File: config.mk
export PLATFORM = sky130hd
export DESIGN_NAME = tow_match_scorer
export DESIGN_NICKNAME = d
export VERILOG_FILES = /design/src/rtl/tow_match_scorer.sv
export SDC_FILE = /design/constraint.sdc
export NUM_CORES = 1
export LEC_CHECK = 0
export CAP_MARGIN = 25
export CORE_MARGIN = 5
export CORE_UTILIZATION = 45
export CTS_BUF_LIST = sky130_fd_sc_hd__clkbuf_16
export DETAILED_ROUTE_END_ITERATION = 10
export DONT_BUFFER_PORTS = 1
export GPL_TIMING_DRIVEN = 0
export SKIP_CTS_REPAIR_TIMING = 1
export SLEW_MARGIN = 10
export SYNTH_ARGS = -nofsm -noshare
export SYNTH_HDL_FRONTEND = slang
export SYNTH_SLANG_ARGS = --single-unit
File: constraint.sdc
create_clock -name clk -period 3.4 [get_ports clk]
set_input_delay 1.02 -clock clk [delete_from_list [all_inputs] [get_ports clk]]
set_output_delay 1.02 -clock clk [all_outputs]
set_load 0.02 [all_outputs]
File: src/rtl/tow_match_scorer.sv
// Tug-of-war marker tracker with latched boosts,
// game counting and a match-win state.
module tow_match_scorer #(
  parameter int STEPS     = 3,
  parameter int GAMES_WIN = 3,
  parameter int CW        = 3
) (
  input  logic               clk,
  input  logic               rst_n,
  input  logic               winrnd,
  input  logic               right,
  input  logic               leds_on,
  input  logic               tie,
  input  logic [2*STEPS:0]   boost_in,
  input  logic               new_game,
  output logic [2*STEPS:0]   score,
  output logic               game_won_l,
  output logic               game_won_r,
  output logic [CW-1:0]      games_l,
  output logic [CW-1:0]      games_r,
  output logic               match_over
);

  localparam int W  = 2*STEPS+1;
  localparam int PW = $clog2(STEPS+2)+1;
  localparam int XW = PW+2;

  localparam logic [1:0] S_PLAY  = 2'd0;
  localparam logic [1:0] S_WON   = 2'd1;
  localparam logic [1:0] S_MATCH = 2'd2;

  localparam logic signed [PW-1:0] SMAX  = PW'(STEPS);
  localparam logic signed [PW-1:0] SMIN  = PW'(-STEPS);
  localparam logic signed [PW-1:0] WIN_R = PW'(STEPS+1);
  localparam logic signed [PW-1:0] WIN_L = PW'(-(STEPS+1));
  localparam logic signed [XW-1:0] WRX   = XW'(STEPS+1);
  localparam logic signed [XW-1:0] WLX   = XW'(-(STEPS+1));
  localparam logic [CW-1:0]        GMAX  = CW'(GAMES_WIN);

  logic [1:0]           state_q, state_d;
  logic signed [PW-1:0] pos_q, pos_d;
  logic [W-1:0]         boost_q, boost_d;
  logic [CW-1:0]        games_l_q, games_l_d;
  logic [CW-1:0]        games_r_q, games_r_d;
  logic                 won_l_q, won_l_d;
  logic                 won_r_q, won_r_d;

  logic                 in_rng, on_board, boost_hit, up;
  logic signed [XW-1:0] ext, mag, nxt;

  assign in_rng   = (pos_q >= SMIN) && (pos_q <= SMAX);
  assign on_board = (pos_q >= WIN_L) && (pos_q <= WIN_R);

  always_comb begin
    boost_hit = 1'b0;
    for (int i = 0; i < W; i++) begin
      if (pos_q == $signed(PW'(i - STEPS)))
        boost_hit = boost_q[i];
    end
  end

  // jumps always move one step against the pusher
  assign up  = leds_on ? right : ~right;
  assign ext = {{2{pos_q[PW-1]}}, pos_q};
  assign mag = (boost_hit && leds_on) ? XW'(2) : XW'(1);
  assign nxt = up ? (ext + mag) : (ext - mag);

  always_comb begin
    state_d   = state_q;
    pos_d     = pos_q;
    games_l_d = games_l_q;
    games_r_d = games_r_q;
    won_l_d   = 1'b0;
    won_r_d   = 1'b0;
    boost_d   = (pos_q == '0) ? boost_in : boost_q;
    case (state_q)
      S_PLAY: begin
        if (winrnd && !tie) begin
          if (!on_board) begin
            pos_d = '0;
          end else if (nxt >= WRX) begin
            pos_d   = WIN_R;
            won_r_d = 1'b1;
            if (games_r_q < GMAX)
              games_r_d = games_r_q + 1'b1;
            state_d = (games_r_d == GMAX) ? S_MATCH : S_WON;
          end else if (nxt <= WLX) begin
            pos_d   = WIN_L;
            won_l_d = 1'b1;
            if (games_l_q < GMAX)
              games_l_d = games_l_q + 1'b1;
            state_d = (games_l_d == GMAX) ? S_MATCH : S_WON;
          end else begin
            pos_d = nxt[PW-1:0];
          end
        end
      end
      S_WON: begin
        if (new_game) begin
          state_d = S_PLAY;
          pos_d   = '0;
        end
      end
      S_MATCH: begin
        if (new_game) begin
          state_d   = S_PLAY;
          pos_d     = '0;
          games_l_d = '0;
          games_r_d = '0;
        end
      end
      default: begin
        state_d = S_PLAY;
        pos_d   = '0;
      end
    endcase
  end

  always_ff @(posedge clk or negedge rst_n) begin
    if (!rst_n) begin
      state_q   <= S_PLAY;
      pos_q     <= '0;
      boost_q   <= '0;
      games_l_q <= '0;
      games_r_q <= '0;
      won_l_q   <= 1'b0;
      won_r_q   <= 1'b0;
    end else begin
      state_q   <= state_d;
      pos_q     <= pos_d;
      boost_q   <= boost_d;
      games_l_q <= games_l_d;
      games_r_q <= games_r_d;
      won_l_q   <= won_l_d;
      won_r_q   <= won_r_d;
    end
  end

  always_comb begin
    score = '0;
    if (in_rng) begin
      for (int i = 0; i < W; i++) begin
        if (pos_q == $signed(PW'(STEPS - i)))
          score[i] = 1'b1;
      end
    end else if (pos_q == WIN_R) begin
      score = W'((1 << STEPS) - 1);
    end else if (pos_q == WIN_L) begin
      score = W'(((1 << STEPS) - 1) << (STEPS + 1));
    end else begin
      for (int i = 0; i < W; i += 2)
        score[i] = 1'b1;
    end
  end

  assign game_won_l = won_l_q;
  assign game_won_r = won_r_q;
  assign games_l    = games_l_q;
  assign games_r    = games_r_q;
  assign match_over = (state_q == S_MATCH);

endmodule

==> results.py <==
metrics = {
    "outcome": {
        "status": "finished, final reports clean",
    },
    "worst_setup_path": {
        "worst_ep_required_time_ns": 3.54,
        "reg2reg_from": "pos_q[3]",
        "crit_start": "pos_q[3]",
        "critical_path_class": "reg2reg",
        "critPathArrivalTime_ns": 3.36,
        "worst_r2r_path_depth": 14,
        "cp-end-kind": "register",
        "critPathLaunchType": "register",
        "path_max_fanout": 10,
    },
    "power": {
        "p_total_mw": 1.748,
        "p_leak_nw": 0.7796,
        "vdd_drop_max_mv": 0.4297,
        "cellPowerDensity_nw_per_um2": 981.7,
    },
    "floorplan": {
        "die_x_um": 68.48,
        "dieArea_sq_um": 4690,
        "start_util_pct": 46.12,
        "ios": 30,
        "core-area_sq_um": 3337,
        "num_rows": 21,
        "die_h_um": 68.48,
    },
    "drt": {
        "wl_per_cell_um": 15.45,
        "wl_met2_um": 1776,
        "dr.max_layer_used": "met4",
        "vias_per_cell": 5.741,
        "ant_nets": 0,
        "wirelength_um": 3461,
        "m1WireLength_um": 1444,
        "route.met3.wl_um": 200,
        "first_pass_iters": 4,
        "drc": 0,
        "drt_iter0_drc": 63,
        "via_count": 1286,
    },
    "logic_synthesis": {
        "yosys.area_share.simple_pct": 18.54,
        "seq_area_frac_synth_pct": 34.15,
        "synth-compound-area-share_pct": 24.23,
        "synth-seq-cells": 21,
        "netlist.area_leader.share_pct": 34.15,
        "yosys-top-cells-area": "dfrtp_1 34%, ha_1 6.5%, mux2_1 5.1%",
        "synth-xor-area-share_pct": 2.276,
        "synth_area_sq_um": 1539,
        "synthCells": 168,
        "ys.flop_type": "dfrtp_1",
        "avgSynthCellArea_sq_um": 9.161,
        "synthAdderAreaFrac_pct": 7.805,
        "synth_top_family_by_area": "compound AO/OA/AOI/OAI gates",
        "async_reset_ff_share_pct": 100.0,
        "syn-num-nets": 191,
        "yosysWarnings": 0,
        "synth-edff-count": 0,
        "synthDistinctLibCells": 50,
        "yosysTopAreaCell": "dfrtp_1",
        "synthMuxAreaShare_pct": 7.073,
    },
    "clocking": {
        "root_buffer": "clkbuf_16",
        "cts.sinks": 21,
        "clkTransAtPathRegs_ns": 0.06,
        "cts_htree_levels": 1,
        "clock_latency_ns": 0.25,
        "cts_made_buffers": 3,
        "cts_tree": "yes",
        "cts_max_path_buffers": 2,
    },
    "placement": {
        "placed_area_sq_um": 1597,
        "dp_slack_ns": -0.05485,
        "hpwl_um": 2583,
        "gp_routability_congestion": 0.8057,
        "port_buffers": 0,
        "place_inst": 214,
    },
    "timing": {
        "hold_viol": 0,
        "fin_crit_sh_pct": 94.84,
        "fin_crit_ns": 3.224,
        "slew_headroom_pct": 41.75,
        "finalSetupTns_ns": 0,
        "worst_pin_slew_ns": 0.8691,
        "setup_viol": 0,
        "whs_ns": 0.4600,
        "finClkSkew_ns": 0.002015,
        "finalMaxSlewViolations": 0,
        "fin_ws_ns": 0.1756,
        "timing.fmax_mhz": 310.1,
    },
    "global_route": {
        "overflow": 0,
        "grt_pass1_wl_um": 5602,
        "antenna_found_initial": 0,
        "grt_pass1_vias": 1246,
        "grt_max_degree": 22,
        "track_usage_pct": 15.71,
    },
    "hold_path": {
        "hp-class": "in2async",
    },
    "finish": {
        "final_nets": 202,
        "seqCellArea_sq_um": 526.8,
        "fin_util_pct": 53.36,
        "drive_above_1_share_pct": 20.79,
        "final_cells": 224,
        "finalInstanceArea_sq_um": 1780,
        "nFillCells": 324,
        "multi_input_area_sq_um": 972.2,
        "syn_to_final_growth_pct": 15.69,
        "num_antenna_cells": 0,
    },
    "flow_run": {
        "maxCapViolCount": 0,
    },
}
power breakdown:
part / total, mW / switching [mW] / internal (mW)
combinational: 1.04 / 0.597 / 0.441
sequential: 0.464 / 0.117 / 0.347
clock: 0.246 / 0.0887 / 0.158
per-layer routing:
layer | vias up | global-route usage (%)
met5 | - | 0
met4 | 0 | 4.467
met3 | 4 | 4.762
li1 | 635 | -
met1 | 617 | 18.67
met2 | 30 | 27.06
cell usage after synthesis (all sizes together), types with 3 or more instances:
cell	number
a21oi	10
a31oi	3
and2	3
buf	4
dfrtp	21
ha	8
inv	11
mux2	7
mux2i	3
nand2	14
nand2b	6
nand3	3
nor2	12
o211ai	3
o21ai	16
o31ai	4
or2	5
placed cells by master, fill, tap and decap left out, types with 7 or more instances in the layout:
| cell | n |
|---|---|
| o21ai_1 | 11 |
| buf_4 | 7 |
| dfrtp_1 | 20 |
| ha_1 | 8 |
| a21oi_1 | 7 |
| nor2_1 | 9 |
| mux2_1 | 7 |
| inv_1 | 9 |
| nand2_1 | 14 |
kinds of logic after synthesis:
family | count (synthesis)
AND/OR/NAND/NOR | 54
AO/OA/AOI/OAI | 53
flip-flops | 21
buffers and inverters | 17
multiplexers | 10
adder cells (fa/ha/maj) | 9
XOR/XNOR | 4
cell type report:
class,count,share of cell area [%]
flip-flops and latches,21,29.59
inverters,11,2.530
repair buffers,7,2.952
clock buffers,3,4.216
multi-input cells,130,54.60
plain buffers,5,2.600
clock inverters,1,0.2811
well taps,46,3.233
critical path, cell delays in order, from the launching register on:
cell and delay [ns]:
dfrtp_1 0.39, buf_6 0.15, and2_4 0.18, nand2_1 0.09
o22ai_1 0.08, o21ai_1 0.17, a21oi_2 0.09, or2_1 0.22
ha_1 0.27, a211o_1 0.31, a21o_1 0.19, and2_4 0.18
a311oi_4 0.45, o21ai_1 0.13, a32o_1 0.21
registers in the layout, summed over array words and instances (netlist names):
register / count
pos_q: 4
game_won_l: 1
games_r: 3
game_won_r: 1
state_q: 2
games_l: 3
boost_q: 7
path summary, 6_finish.rpt:
path / end / slack, ns
setup / recovery: games_l[1] / 0.18
hold / removal: pos_q[3] / 0.46
setup reg to reg: games_l[1] / 0.18
hold reg to reg: boost_q[1] / 0.49
max in group asynchronous: pos_q[2] / 2.86
min in group clk: boost_q[1] / 0.49
No activity file was read; power rests on OpenSTA's default activity.
